==> src/rtl/irrig_pkg.sv <==
// rtl/irrig_pkg.sv - shared types and display constants for the irrigation scheduler
package irrig_pkg;

    typedef enum logic [1:0] {
        IDLE  = 2'd0,
        WATER = 2'd1,
        PAUSE = 2'd2,
        FAULT = 2'd3
    } state_t;

    // Segment order is {a,b,c,d,e,f,g}, active-high.
    localparam logic [6:0] SEG_BLANK = 7'b0000000;
    localparam logic [6:0] SEG_0     = 7'b1111110;
    localparam logic [6:0] SEG_1     = 7'b0110000;
    localparam logic [6:0] SEG_E     = 7'b1001111;

    function automatic logic [6:0] seg_of(input state_t s, input logic area);
        logic [6:0] r;
        r = SEG_BLANK;
        if (s == WATER) begin
            r = area ? SEG_1 : SEG_0;
        end else if (s == FAULT) begin
            r = SEG_E;
        end
        return r;
    endfunction

endpackage

==> src/rtl/irrig_debounce.sv <==
// rtl/irrig_debounce.sv - two-flop synchroniser plus shared stability counter for the sensor vector
module irrig_debounce #(
    parameter int W   = 2,
    parameter int DEB = 3
) (
    input  logic         clk,
    input  logic         reset,
    input  logic [W-1:0] raw,
    output logic [W-1:0] stable
);

    localparam int CW = (DEB > 1) ? $clog2(DEB) : 1;
    localparam logic [CW-1:0] CNT_LAST = CW'(DEB - 1);

    logic [W-1:0]  meta;
    logic [W-1:0]  u_s;
    logic [W-1:0]  u_last;
    logic [CW-1:0] cnt;

    // Any change in any bit restarts the shared count; the whole vector is accepted at once.
    always_ff @(posedge clk or posedge reset) begin
        if (reset) begin
            meta   <= '0;
            u_s    <= '0;
            u_last <= '0;
            cnt    <= '0;
            stable <= '0;
        end else begin
            meta <= raw;
            u_s  <= meta;
            if (u_s != u_last) begin
                u_last <= u_s;
                cnt    <= '0;
            end else if (cnt == CNT_LAST) begin
                stable <= u_last;
            end else begin
                cnt <= cnt + 1'b1;
            end
        end
    end

endmodule

==> src/rtl/irrigacao_scheduler.sv <==
// rtl/irrigacao_scheduler.sv - round-robin pump/valve scheduler for two irrigation areas
module irrigacao_scheduler
    import irrig_pkg::*;
#(
    parameter int N_AREAS = 2,
    parameter int T_IRR   = 8,
    parameter int T_PAUSE = 2,
    parameter int DEB     = 3,
    parameter int R_MAX   = 4
) (
    input  logic               clk,
    input  logic               reset,
    input  logic [N_AREAS-1:0] U,
    input  logic               enable,
    input  logic               fault_clr,
    output logic [N_AREAS-1:0] valve,
    output logic               pump,
    output logic               busy,
    output logic               fault,
    output logic [6:0]         seg
);

    localparam int T_MAX = (T_IRR > T_PAUSE) ? T_IRR : T_PAUSE;
    localparam int TW    = $clog2(T_MAX + 1);
    localparam int DW    = $clog2(R_MAX + 1);

    logic [N_AREAS-1:0]        u_d;
    state_t                    state, nstate;
    logic [TW-1:0]             timer, timer_n;
    logic                      area, area_n;
    logic                      last, last_n;
    logic [1:0][DW-1:0]        dry_cnt, dry_n;

    irrig_debounce #(
        .W   (N_AREAS),
        .DEB (DEB)
    ) u_debounce (
        .clk    (clk),
        .reset  (reset),
        .raw    (U),
        .stable (u_d)
    );

    always_ff @(posedge clk or posedge reset) begin
        if (reset) begin
            state   <= IDLE;
            timer   <= '0;
            area    <= 1'b0;
            last    <= 1'b1;
            dry_cnt <= '0;
            valve   <= '0;
            pump    <= 1'b0;
            busy    <= 1'b0;
            fault   <= 1'b0;
            seg     <= SEG_BLANK;
        end else begin
            state   <= nstate;
            timer   <= timer_n;
            area    <= area_n;
            last    <= last_n;
            dry_cnt <= dry_n;
            valve   <= (nstate == WATER) ? (N_AREAS'(1) << area_n) : '0;
            pump    <= (nstate == WATER);
            busy    <= (nstate == WATER) || (nstate == PAUSE);
            fault   <= (nstate == FAULT);
            seg     <= seg_of(nstate, area_n);
        end
    end

    always_comb begin
        nstate  = state;
        timer_n = timer;
        area_n  = area;
        last_n  = last;
        dry_n   = dry_cnt;
        case (state)
            IDLE: begin
                if (enable && (u_d != '0)) begin
                    nstate  = WATER;
                    area_n  = (&u_d) ? ~last : u_d[1];
                    last_n  = area_n;
                    timer_n = TW'(T_IRR - 1);
                end
            end
            WATER: begin
                // An aborted grant is not a round, so the dry history is left alone.
                if (!enable) begin
                    nstate  = PAUSE;
                    timer_n = TW'(T_PAUSE - 1);
                end else if (timer == '0) begin
                    nstate  = PAUSE;
                    timer_n = TW'(T_PAUSE - 1);
                    if (!u_d[area]) begin
                        dry_n[area] = '0;
                    end else if (dry_cnt[area] == DW'(R_MAX - 1)) begin
                        dry_n[area] = DW'(R_MAX);
                        nstate      = FAULT;
                    end else begin
                        dry_n[area] = dry_cnt[area] + 1'b1;
                    end
                end else begin
                    timer_n = timer - 1'b1;
                end
            end
            PAUSE: begin
                if (timer == '0) begin
                    nstate = IDLE;
                end else begin
                    timer_n = timer - 1'b1;
                end
            end
            FAULT: begin
                if (fault_clr) begin
                    nstate = IDLE;
                    dry_n  = '0;
                end
            end
            default: nstate = IDLE;
        endcase
    end

endmodule
==> config.mk <==
export PLATFORM = sky130hd
export DESIGN_NAME = irrigacao_scheduler
export DESIGN_NICKNAME = d
export VERILOG_FILES = /design/src/rtl/irrig_pkg.sv /design/src/rtl/irrig_debounce.sv /design/src/rtl/irrigacao_scheduler.sv
export SDC_FILE = /design/constraint.sdc
export NUM_CORES = 1
export LEC_CHECK = 0
export ABC_AREA = 1
export BUFFER_PORTS_ARGS = -buffer_cell sky130_fd_sc_hd__buf_4
export CAP_MARGIN = 20
export CORE_UTILIZATION = 50
export CTS_CLUSTER_SIZE = 30
export DETAILED_ROUTE_END_ITERATION = 10
export HOLD_SLACK_MARGIN = 0.15
export PLACE_DENSITY = 0.72
export SYNTH_ARGS = -nofsm -noshare
export SYNTH_HDL_FRONTEND = slang
export SYNTH_HIERARCHICAL = 1
export SYNTH_SLANG_ARGS = --single-unit
==> constraint.sdc <==
create_clock -name clk -period 3.3 [get_ports clk]
set_clock_uncertainty 0.2 [all_clocks]
set_input_delay 0.66 -clock clk [delete_from_list [all_inputs] [get_ports clk]]
set_output_delay 0.66 -clock clk [all_outputs]
set_load 0.02 [all_outputs]
==> impl_results.md <==
- Status: finished, final reports clean
- RSZ-0062 raised after global routing: false
- Synth unique cells: 28
- Max_slew headroom: 0.487
- GPL Wtd Cong: 0.873
- Psw: 0.000888 W
- Final worst slack: 0.696 ns
- Period utilisation layout: 0.789
- Clk slew on worst S/H paths: 0.07 ns
- Setup WS pre-CTS: 0.699 ns
- P&R area growth vs syn: 11.1%
- Global-route total usage across every layer: 0.208
- Port bufs: 17
- Cells after Synth: 234
- Combinational cell fraction of total power: 0.532
- 1st-pass router iterations: 4
- CTS tree: built
- Antenna cells: 0
- Max FO, Critical Path: 19
- Most frequent cells in the layout: nand2_1, dfrtp_1, inv_1
- WL per Instance: 11.7 um
- Synth Register Bits: 30
- Vias in the first global route: 1353
- Max cap viols: 0
- CP Launch Point: area
- Placed instance area: 1970 um2
- Initial antenna violation count: 0
- Core Area: 3440 um2
- I/O pin cnt: 18
- Clock Power Share: 0.160
- Final Instance Area: 2060 um2
- Total wire length: 3460 um
- Maximum clock frequency: 0.384 GHz
- Inserted Clock Buffers: 5
- Synth Area per Inst: 7.92 um2
- Share of cells above drive strength 1: 0.189
- H-tree levels: 2
- Gr ovfl total: 0
- Non-filler cells, final: 295
- Worst Hold Class: in -> async
- # resized after CTS: 0
- Die Width: 62.9 um
- Post-DP HPWL: 2510 um
- Pwr dens: 934 nW/um2
- Internal Power: 0.00104 W
- Sw Share: 0.462
- Largest net degree at the start of global routing: 21
- Antenna Nets Post-Route: 0
- Placed cells: 287
- CTS Root Cell: clkbuf_8
- Initial Util: 0.539
- Max VDD drop: 0.436 mV
- Synth warn: 6
- Sequential power share: 0.308
- Final slew viol count: 0
- Hold-fix buffers at CTS: 0
- Commonest non-fill, non-tap cell in the layout: nand2_1
- # setup viols final: 0
- Global-route wire length before repair: 6200 um
- Leak: 1.09 nW
- Clock sink count: 30
- Sequential area share after synthesis: 0.406
- Via/cell ratio: 4.92
- R2R Path Start: area
- DIE HEIGHT: 62.9 um
- CP Capture Type: register
- Layout Utilization: 0.598
- Post-layout min period: 2.60 ns
- Nets: 267
- Sum Neg Setup Slack: 0 ns
- Total number of vias: 1452
- Drt drc: 0
- CTS Buffer Depth: 2
- Syn_nets: 253
- Full die area: 3960 um2
- Filler cells: 295
- Crit path DAT: 2.58 ns
- Final Hold Fails: 0
- Site row count: 21
- Post-CTS setup buffers: 0
- CP Data Required Time: 3.28 ns
- Post-synthesis cell area: 1850 um2
- Worst-margin pin slew: 0.769 ns
- Setup Crit Path Kind: reg -> reg
- Worst-skew pair later-pin latency: 0.29 ns
- DR iter-0 viols: 58
- Startpoint Class: register
==> Yosys cell counts, drive strengths merged <==
library cell  count  area [um2]
or2               1        6.26
buf               8        63.8
dfrtp            29         726
dfstp             1        26.3
nor3              1        5.00
o21bai            1        7.51
o21ai            12        60.1
inv              30         115
clkbuf            2        7.51
xor2              2        17.5
nand3            19         140
xnor2             1        16.3
a21oi            10        53.8
nor2             22         111
nand4             5        31.3
ha               13         163
nand2            77         304
==> metrics by stage <==
stage                     hold slack (ns)  total power (W)
after floorplan                     0.131          0.00141
after global placement              0.138          0.00161
after detailed placement            0.139          0.00162
after CTS                           0.152          0.00194
after global routing                0.155          0.00211
final                               0.146          0.00192
==> path summary, 6_finish.rpt <==
path / endpoint / slack (ns) / depth (start not counted)
max: seg[3] / 0.70 / 12
min: u_debounce/u_s[0] / 0.15 / 2
max reg2reg: seg[3] / 0.70 / 12
min reg2reg: u_debounce/u_s[0] / 0.15 / 0
max in group asynchronous: seg[0] / 2.09 / 2
min in group clk: u_debounce/u_s[0] / 0.15 / 0
==> power groups by stage <==
stage / combinational, W / clock (W) / sequential (W)
2_1_floorplan: 0.000820 / 0 / 0.000590
3_3_place_gp: 0.00101 / 0 / 0.000595
3_5_place_dp: 0.00103 / 0 / 0.000597
4_1_cts: 0.00103 / 0.000316 / 0.000591
5_1_grt: 0.00117 / 0.000332 / 0.000608
6_report: 0.00102 / 0.000308 / 0.000592
==> per-layer routing <==
layer	up-vias	wire length (um)	global-route usage
met1	657	1670	0.281
met5	-	0	0
met2	29	1560	0.294
met3	9	137	0.0529
li1	757	-	-
met4	0	95	0.134
==> logic make-up (layout without fill, tap and decap cells) <==
| kind of cell | after synthesis | after routing | synth area share |
|---|---|---|---|
| DFF | 30 | 30 | 0.406 |
| adders and majority gates | 13 | 13 | 0.0877 |
| AOI/OAI and AO/OA | 23 | 23 | 0.0654 |
| xor gates and xnor gates | 3 | 3 | 0.0182 |
| buffers and inverters | 40 | 55 | 0.101 |
| and+or+nand+nor | 125 | 125 | 0.323 |
==> layout make-up <==
class	instances	area (um2)	area share
Clock buffer	7	86.3	0.0419
Clock inverter	1	5.00	0.00243
Inverter	30	115	0.0559
Multi-Input combinational cell	164	916	0.445
Sequential cell	30	752	0.365
Tap cell	46	57.6	0.0279
Timing Repair Buffer	17	128	0.0620
==> flip-flops by register name, indices dropped and copies added, names as in the netlist <==
signal and flops:
last 1, u_debounce/meta 2, u_debounce/cnt 2, u_debounce/u_s 2, seg 3, area 1
valve 2, u_debounce/u_last 2, u_debounce/stable 2, timer 4, busy 1, state 2
dry_cnt 6
==> critical path, stage by stage, from the launching register on <==
cell,delay [ns]
dfrtp_1,0.73
nor2_1,0.08
nor2_1,0.13
ha_1,0.16
ha_1,0.23
nand3_1,0.09
nor2_1,0.09
nor2_1,0.05
a21oi_1,0.29
ha_1,0.23
inv_1,0.06
a21oi_2,0.12
nor2_1,0.05
Note: power is estimated with default switching activity, not from simulation.
